===== config.mk =====
export PLATFORM = sky130hd
export DESIGN_NAME = qam_stream_mapper
export DESIGN_NICKNAME = d
export VERILOG_FILES = /design/src/rtl/qam_pkg.sv /design/src/rtl/qam_level_lut.sv /design/src/rtl/qam_stream_mapper.sv
export SDC_FILE = /design/constraint.sdc
export NUM_CORES = 1
export LEC_CHECK = 0
export CORE_MARGIN = 2
export CORE_UTILIZATION = 48
export DETAILED_ROUTE_END_ITERATION = 8
export HOLD_SLACK_MARGIN = 0.15
export PLACE_DENSITY = 0.82
export SYNTH_ARGS = -nofsm -noshare
export SYNTH_HDL_FRONTEND = slang
export SYNTH_SLANG_ARGS = --single-unit

===== constraint.sdc =====
create_clock -name clk -period 4.1 [get_ports clk]
set_input_delay 0.82 -clock clk [delete_from_list [all_inputs] [get_ports clk]]
set_output_delay 0.82 -clock clk [all_outputs]
set_load 0.02 [all_outputs]

===== src/rtl/qam_pkg.sv =====
// qam_pkg: mode encoding, bits-per-symbol, Gray-to-level tables and parameter checks for the QAM mapper
package qam_pkg;
  typedef enum logic [1:0] {MODE_BPSK, MODE_QPSK, MODE_QAM16, MODE_QAM64} mode_e;

  localparam logic signed [3:0] LVL2 [4] = '{-4'sd3, -4'sd1, 4'sd3, 4'sd1};
  localparam logic signed [3:0] LVL3 [8] = '{-4'sd7, -4'sd5, -4'sd1, -4'sd3, 4'sd7, 4'sd5, 4'sd1, 4'sd3};

  function automatic logic [2:0] bits_per_mode(input mode_e m);
    return m == MODE_BPSK ? 3'd1 : {m, 1'b0};
  endfunction

  // Zero bits on an axis (BPSK Q) maps to level 0.
  function automatic logic signed [3:0] gray_level(input logic [2:0] code, input logic [1:0] nbits);
    return nbits == 2'd0 ? 4'sd0 :
           nbits == 2'd1 ? (code[0] ? 4'sd1 : -4'sd1) :
           nbits == 2'd2 ? LVL2[code[1:0]] : LVL3[code];
  endfunction

  function automatic bit amp_ok(input int amp, input int sample_w);
    return amp > 0 && 64'(7 * amp) < (64'd1 << (sample_w - 1));
  endfunction
endpackage


===== src/rtl/qam_level_lut.sv =====
// qam_level_lut: Gray-coded bit group to signed odd PAM level for one axis
module qam_level_lut
  import qam_pkg::*;
(
  input  logic [2:0]        i_bits,
  input  logic [1:0]        i_nbits,
  output logic signed [3:0] o_level
);
  assign o_level = gray_level(i_bits, i_nbits);
endmodule


===== src/rtl/qam_stream_mapper.sv =====
// qam_stream_mapper: streaming BPSK/QPSK/16-QAM/64-QAM mapper with a bit reservoir and packet-end flush
module qam_stream_mapper
  import qam_pkg::*;
#(
  parameter int IN_W     = 8,
  parameter int SAMPLE_W = 16,
  parameter int AMP      = 2048
) (
  input  logic                  clk,
  input  logic                  rst,
  input  logic [1:0]            mode,
  input  logic [IN_W-1:0]       s_data,
  input  logic                  s_valid,
  input  logic                  s_last,
  output logic                  s_ready,
  output logic [2*SAMPLE_W-1:0] m_data,
  output logic                  m_valid,
  output logic                  m_last,
  input  logic                  m_ready
);
  localparam int BUF_W = 2 * IN_W;
  localparam int CNT_W = $clog2(BUF_W + 1);
  localparam logic signed [SAMPLE_W-1:0] AMP_S = SAMPLE_W'(AMP);

  if (IN_W < 6 || IN_W > 32) begin : g_bad_in_w
    $error("IN_W must be within 6..32");
  end
  if (!amp_ok(AMP, SAMPLE_W)) begin : g_bad_amp
    $error("7*AMP does not fit in SAMPLE_W signed");
  end

  // Valid bits sit MSB-aligned in r_buf; everything below them is kept zero so short pops pad for free.
  logic [BUF_W-1:0]      r_buf;
  logic [CNT_W-1:0]      r_cnt;
  logic                  r_last_pend;
  mode_e                 r_mode;
  logic [2*SAMPLE_W-1:0] r_data;
  logic                  r_valid;
  logic                  r_mlast;

  logic [2:0]                  w_k;
  logic [CNT_W-1:0]            w_k_cnt;
  logic [CNT_W-1:0]            w_take;
  logic [CNT_W-1:0]            w_cnt_mid;
  logic                        w_acc;
  logic                        w_pop;
  logic [5:0]                  w_sym;
  logic [1:0]                  w_half;
  logic [2:0]                  w_ibits;
  logic [2:0]                  w_qbits;
  logic signed [3:0]           w_lvl_i;
  logic signed [3:0]           w_lvl_q;
  logic signed [SAMPLE_W-1:0]  w_i_ext;
  logic signed [SAMPLE_W-1:0]  w_q_ext;
  logic signed [SAMPLE_W-1:0]  w_i;
  logic signed [SAMPLE_W-1:0]  w_q;

  assign w_k       = bits_per_mode(r_mode);
  assign w_k_cnt   = CNT_W'(w_k);
  assign w_take    = r_cnt < w_k_cnt ? r_cnt : w_k_cnt;
  assign s_ready   = rst & ~r_last_pend & (r_cnt <= CNT_W'(BUF_W - IN_W));
  assign w_acc     = s_valid & s_ready;
  assign w_pop     = (r_cnt >= w_k_cnt | (r_last_pend & r_cnt != '0)) & (~r_valid | m_ready);
  assign w_cnt_mid = w_pop ? r_cnt - w_take : r_cnt;

  assign w_sym   = r_buf[BUF_W-1 -: 6];
  assign w_half  = w_k == 3'd1 ? 2'd1 : w_k[2:1];
  assign w_ibits = w_half == 2'd1 ? {2'b0, w_sym[5]} : w_half == 2'd2 ? {1'b0, w_sym[5:4]} : w_sym[5:3];
  assign w_qbits = w_half == 2'd1 ? {2'b0, w_sym[4]} : w_half == 2'd2 ? {1'b0, w_sym[3:2]} : w_sym[2:0];

  qam_level_lut u_lut_i (.i_bits(w_ibits), .i_nbits(w_half), .o_level(w_lvl_i));
  qam_level_lut u_lut_q (.i_bits(w_qbits), .i_nbits(r_mode == MODE_BPSK ? 2'd0 : w_half), .o_level(w_lvl_q));

  assign w_i_ext = {{(SAMPLE_W-4){w_lvl_i[3]}}, w_lvl_i};
  assign w_q_ext = {{(SAMPLE_W-4){w_lvl_q[3]}}, w_lvl_q};
  assign w_i     = w_i_ext * AMP_S;
  assign w_q     = w_q_ext * AMP_S;

  always_ff @(posedge clk) begin
    if (!rst) begin
      r_buf       <= '0;
      r_cnt       <= '0;
      r_last_pend <= 1'b0;
      r_mode      <= MODE_BPSK;
      r_data      <= '0;
      r_valid     <= 1'b0;
      r_mlast     <= 1'b0;
    end else begin
      r_buf   <= (w_pop ? r_buf << w_k : r_buf) | (w_acc ? {s_data, {IN_W{1'b0}}} >> w_cnt_mid : '0);
      r_cnt   <= w_cnt_mid + (w_acc ? CNT_W'(IN_W) : '0);
      r_valid <= w_pop | (r_valid & ~m_ready);
      if (w_acc && r_cnt == '0)
        r_mode <= mode_e'(mode);
      if (w_acc && s_last)
        r_last_pend <= 1'b1;
      else if (w_pop && r_last_pend && w_cnt_mid == '0)
        r_last_pend <= 1'b0;
      if (w_pop) begin
        r_data  <= {w_q, w_i};
        r_mlast <= r_last_pend && w_cnt_mid == '0;
      end else if (m_ready)
        r_mlast <= 1'b0;
    end
  end

  assign m_data  = r_data;
  assign m_valid = r_valid;
  assign m_last  = r_mlast;
endmodule


* Word level (Yosys, flattened, before mapping) *
Memories as Yosys holds them, arrays and structs flattened.
Index checks and enable logic that the tools add are counted.

word-level totals
  output and inout bits = 35
  bits of input ports = 15
  word-level logic and storage cells = 89
  memories kept = 2
  bits in read-only memories = 64
  RAM bits = 0
  bits in latches = 0
  flip-flop bits (word level) = 35

memories
  memory            words  width  read ports  clocked after memory_dff  wr ports  RTL line       text
  (name not given)  8      4      1           0                         0         qam_pkg.sv:16  nbits == 2'd2 ? LVL2[code[1:0]] : LVL3[code];
  (name not given)  8      4      1           0                         0         qam_pkg.sv:16

cells by class
  equal/unequal tests = 5
  bitwise gates (word level) = 17
  $mul = 0
  div/mod/pow operators = 0
  $add $sub $neg = 2
  reductions and logical operators = 13
  multiplexer cells = 34
  order comparisons = 7
  shift operators = 2

operators with widths
  cell                                                  number
  two-way mux 4 bit                                     17
  two-way mux 16 bit                                    2
  binary-select mux 4 bit (select 2 bit)                2
  bitwise OR 16 bit                                     1
  left shift 16 x 3 -> 16 bit                           1
  >> shifter 16 x 5 -> 16 bit                           1
  two-way mux 3 bit                                     5
  logical NOT 5 bit                                     2
  two-way mux 5 bit                                     2
  >= comparator 4 bit (second input constant)           2
  inverter 3 -> 4 bit                                   2
  bitwise AND 1 bit                                     6
  >= comparator 3 bit (second input constant)           2
  logical NOT 2 bit                                     3
  inverter 2 -> 3 bit                                   2
  adder 5 x 4 -> 5 bit                                  1
  >= comparator 5 x 3 -> 1 bit                          1
  <= comparator 5 x 4 -> 1 bit (second input constant)  1
  logical AND 1 bit                                     5
  less-than comparator 5 x 3 -> 1 bit                   1
  nonzero test 5 bit                                    1
  subtractor 5 bit                                      1
  == test 2 x 1 -> 1 bit (second input constant)        2
  == test 2 bit (second input constant)                 2
  other kinds (6)                                       15

* Longest topological paths before layout *
Gate-level depths: netlist of run 1.

  depth in word-level cells = 14
  depth in mapped cells = 17
  gate-level depth less buffers = 16

* Hierarchy *
A second synthesis of run 1 with hierarchy kept.

second synthesis, totals
  cell total of the unflattened synthesis = 357
  area, all modules = 2960.3 µm²

by module, submodules not included
  module             cells an instance  area each (µm²)  instances  sequential area each (µm²)
  qam_stream_mapper  323                2737.6           1          680.7
  qam_level_lut      17                 111.4            2          0.0

* Worst setup path before layout of run 1 *
Ideal clock, no wire load.

  path kind = register -> register
  start = reg r_mode[1]
  end = reg r_buf[5]
  stages on the path, launching flop included = 16
  buffers on the path = 1
  data required time = 3.966 ns
  setup slack = 0.241 ns
  data arrival time = 3.726 ns
  clock period less this slack = 3.859 ns
  setup time = 0.134 ns
  path through = dfxtp_1 -> clkbuf_1 -> inv_1 -> ha_1 -> a2111o_1 -> o21bai_1 -> nand2_1 -> o21ai_0 -> ha_1 -> fa_1 -> and2_1 -> a21boi_0 -> nor2_1 -> a311o_1 -> a21oi_1 -> a211oi_1

between the ends
  cells in the longest elaborated chain, start to end = 9
  elaborated cells on any way between the ends = 14
  those cells by class = 1 x add/sub; 2 x order compare; 2 x shift; 5 x mux; 3 x bitwise; 1 x reduce/logical

ends and longest elaborated chain
  element                                                                              RTL line                                          text
  from (decl)                                                                          qam_stream_mapper.sv:36                           mode_e r_mode;
  from (signal assigned)                                                               qam_stream_mapper.sv:93                           r_mode <= mode_e'(mode);
  logical NOT 2 bit                                                                    qam_pkg.sv:9                                      return m == MODE_BPSK ? 3'd1 : {m, 1'b0};
  two-way mux 3 bit (*)                                                                qam_pkg.sv:9
  less-than comparator 5 x 3 -> 1 bit or >= comparator 5 x 3 -> 1 bit (tied branches)  qam_stream_mapper.sv:60, qam_stream_mapper.sv:63
  two-way mux 5 bit or bitwise OR 1 bit (tied branches)                                qam_stream_mapper.sv:60, qam_stream_mapper.sv:63
  subtractor 5 bit or bitwise AND 1 bit (tied branches)                                qam_stream_mapper.sv:64, qam_stream_mapper.sv:63
  two-way mux 5 bit                                                                    qam_stream_mapper.sv:64                           assign w_cnt_mid = w_pop ? r_cnt - w_take : r_cnt;
  >> shifter 16 x 5 -> 16 bit                                                          qam_stream_mapper.sv:89                           r_buf <= (w_pop ? r_buf << w_k : r_buf) | (w_acc ? {s_data, {IN_W{1'b0}}} >> w_cnt_mid : '0);
  two-way mux 16 bit                                                                   qam_stream_mapper.sv:89
  bitwise OR 16 bit (*)                                                                qam_stream_mapper.sv:89
  to (signal assigned)                                                                 qam_stream_mapper.sv:89
  to (decl)                                                                            qam_stream_mapper.sv:33                           logic [BUF_W-1:0] r_buf;

Every way passes the cells marked *; elsewhere a longest branch is shown, timed or not.
A chain may end at the register's enable or synchronous reset.

* Worst setup path after layout of run 1 *
  start = reg r_mode[1]
  end = reg r_buf[2]

The elaborated chain is that of the path after synthesis.

==> impl_metrics.json, run 1 <==
{
  "port_buffers": 27,
  "nNetsFinal": 404,
  "postSynth.asyncResetShare_pct": 0,
  "dp_cells": 444,
  "clock-sinks": 34,
  "grt_pass1_vias": 2578,
  "htreeDepth": 2,
  "finalSetupViolCount": 0,
  "finClkSkew_ns": 0.00417,
  "period_share_pct": 96.7,
  "antenna_found_initial": 0,
  "syn2layout_area_growth_pct": 14.1,
  "dpl_cell_area_mm2": 0.00309,
  "antenna_left": 0,
  "worst_setup_path_start_kind": "flop",
  "post-synth-top-area-fraction_pct": 24.0,
  "synth-seq-area-share_pct": 24.0,
  "crit_family": "compound AO/OA/AOI/OAI gates",
  "min_to": "m_data[12]$_SDFFE_PN0N_",
  "syn_inst": 356,
  "postLayoutCellArea_mm2": 0.00323,
  "hold_violations": 0,
  "ys_top_cells_by_count": "nand2_1 (37), dfxtp_1 (34), nor2_1 (34), buf_4 (24), nand3_1 (21)",
  "clk_latency_ns": 0.30,
  "yosys.area.top_type": "dfxtp_1",
  "vias": 2914,
  "regArea_um2": 681,
  "slew_viol_final": 0,
  "worstSetupEndpointType": "flop",
  "crit_path_cell_trace": "inv_1, ha_1, a2111o_1, o21bai_2, nand2_1, o21ai_0, ha_1, fa_1, and2_1, a21boi_1, nor2_1, a211oi_1, o41ai_1, a211oi_1",
  "gp_congestion": 0.943,
  "multi_input_area_mm2": 0.00197,
  "cts_tree": "built",
  "wl_per_cell_um": 18.2,
  "drive_above_1_share_pct": 11.5,
  "whs_path_depth": 2,
  "ys_ff_latch": 34,
  "grt_pass1_wl_mm": 12.7,
  "grt.overflow.total": 0,
  "fin_cells": 454,
  "clk_pin_slew_ns": 0.08,
  "rows": 27,
  "critPathMaxStageDelay_ns": 0.52,
  "critPathMaxFanout": 7,
  "route.detailed.drc": 0,
  "fillerInstances": 525,
  "cts_buffer_depth": 2,
  "synth.cell_area_mm2": 0.00283,
  "core_mm2": 0.00561,
  "antenna_cells": 0,
  "die_height_um": 80.8,
  "grt_start_max_net_pins": 32,
  "r2r-end": "r_buf[2]$_SDFF_PN0_",
  "cp.required_ns": 4.30,
  "pre_cts_slack_ns": 0.0990,
  "worst_pin_slew_ns": 0.734,
  "yosysUniqueCellTypes": 62,
  "cts_buffers": 5,
  "dp_hpwl_mm": 5.91,
  "slew-limit-headroom_pct": 50.8,
  "grt_use_total_pct": 25.2,
  "synth_edf_count": 0,
  "drv_cap": 0,
  "path_class": "reg2reg",
  "hold_buffers": 0,
  "rrSetupSlack_ns": 0.14,
  "finalWorstSetupSlack_ns": 0.136,
  "max_freq_mhz": 252,
  "worstPathArrival_ns": 4.17,
  "clockRootBuffer": "clkbuf_8",
  "die-area_mm2": 0.00653,
  "worstHoldStart": "m_data[12]$_SDFFE_PN0N_",
  "drt-pass1-iter-count": 5,
  "rr_worst_depth": 14,
  "path_buf_inv": 1,
  "finalCriticalPeriod_ns": 3.96,
  "avgSynthCellArea_um2": 7.95,
  "status": "finished, final reports clean",
  "synth.most_common_cell": "nand2_1",
  "critPathSlowestCell": "fa_1",
  "boundaryPins": 50,
  "synth_ff_type": "dfxtp_1",
  "viasPerCell": 6.42,
  "drt-initial-drc-count": 268,
  "synthTopCellsByArea": "dfxtp_1 (24%), mux4_2 (7.2%), buf_4 (6.4%)",
  "start_util_pct": 50.5,
  "die_w_um": 80.8,
  "worst_r2r_startpoint": "r_mode[1]$_SDFFE_PN0P_",
  "ys.warnings.count": 0,
  "routed_wl_mm": 8.27,
  "min_path_type": "reg2reg"
}
[worst reg2reg max path, delay by kind of cell (launching register included)]
family,cells,cell delay [ns]
compound gates,7,1.92
fa+ha+maj,3,1.11
simple gates,3,0.45
flops,1,0.34
buf+inv,1,0.07
[worst max path at each step]
stage | startpoint | to | slack, ns | cells after the start
after floorplan | r_mode[1]$_SDFFE_PN0P_ | r_buf[5]$_SDFF_PN0_ | 0.24 | 15
after global placement | r_mode[1]$_SDFFE_PN0P_ | r_buf[8]$_SDFF_PN0_ | 0.21 | 16
after detailed placement | r_mode[1]$_SDFFE_PN0P_ | m_last$_SDFFE_PN0P_ | 0.1 | 15
after CTS | r_mode[1]$_SDFFE_PN0P_ | r_buf[2]$_SDFF_PN0_ | 0.06 | 14
after global routing | r_mode[1]$_SDFFE_PN0P_ | r_buf[2]$_SDFF_PN0_ | -0.1 | 16
final | r_mode[1]$_SDFFE_PN0P_ | r_buf[2]$_SDFF_PN0_ | 0.14 | 14
[cells in the final DEF, fill, tap and decap left out, types with 4 or more instances in the layout]
cell	Yosys	routed
buf_4	24	12
o211ai_1	5	5
nor2b_1	5	5
a21oi_1	17	17
ha_1	7	7
a31oi_1	11	11
clkdlybuf4s50_1	0	27
inv_1	8	8
xor2_1	4	4
mux4_2	9	9
nor2_1	34	34
conb_1	1	22
o31ai_1	5	5
dfxtp_1	34	34
nor3_1	7	7
nand3_1	21	21
nand2_1	37	37
mux2i_1	13	13
clkbuf_8	0	6
o21ai_0	19	19
a211oi_1	13	12
[kinds of logic (layout without fill, tap and decap cells)]
logic type	after synthesis	count (layout)	share of synthesized area [%]
other cells	1	22	0.132
fa+ha+maj	8	8	3.80
simple gates	124	124	20.4
xor+xnor	7	7	2.83
mux	22	22	11.8
buf+inv	51	56	10.0
compound gates	109	109	27.0
flops	34	34	24.0
[sequential cells by signal (all words and copies together) (netlist names)]
register / cells
r_buf: 16
m_data: 8
r_cnt: 5
r_mode: 2
m_last: 1
m_valid: 1
r_last_pend: 1
[final cells by class]
class	instances	share of cell area, %
Multi-Input combinational cell	292	61.0
Inverter	9	1.05
Clock buffer	6	2.56
Tap cell	72	2.79
Sequential cell	34	21.1
Timing Repair Buffer	39	11.2
Clock inverter	2	0.387
[repair_timing]
| action | in CTS | in global routing |
|---|---|---|
| setup endpoints to repair | 0 | 18 |
| gates resized for setup | 0 | 7 |
| setup buffers | 0 | 2 |
[stage by stage]
| step | hold WS (ns) | setup TNS, ns | util (%) |
|---|---|---|---|
| 2_1_floorplan | 0.490 | 0 | - |
| 3_3_place_gp | 0.438 | 0 | 55.2 |
| 3_5_place_dp | 0.444 | 0 | 55.2 |
| 4_1_cts | 0.455 | 0 | 56.9 |
| 5_1_grt | 0.489 | -0.176 | 57.6 |
| 6_report | 0.458 | 0 | 57.6 |
[routing by layer]
layer	GRT usage, %	part of all wire [%]
met5	0	0
met2	40.0	46
met1	34.2	42
met4	10.3	3.4
met3	3.89	8.2
Power of run 1 is not shown: default switching activity piles up to over one toggle a cycle in this logic, so the estimate is an artifact.
==> inputs of run 2 (changes only) <==
--- a/config.mk
+++ b/config.mk
@@ -7,6 +7,7 @@
 export LEC_CHECK = 0
 export CORE_MARGIN = 2
 export CORE_UTILIZATION = 48
+export CTS_CLUSTER_DIAMETER = 100
 export DETAILED_ROUTE_END_ITERATION = 8
 export HOLD_SLACK_MARGIN = 0.15
 export PLACE_DENSITY = 0.82
==> constraint.sdc (replaced) <==
create_clock -name clk -period 4.1 [get_ports clk]
set_input_delay 0.615 -clock clk [delete_from_list [all_inputs] [get_ports clk]]
set_output_delay 0.615 -clock clk [all_outputs]
set_load 0.02 [all_outputs]
==> results of run 2 <==
Final layout, timing and power as in run 1 (identical DEF).
Power of run 2 is left out for the same reason.
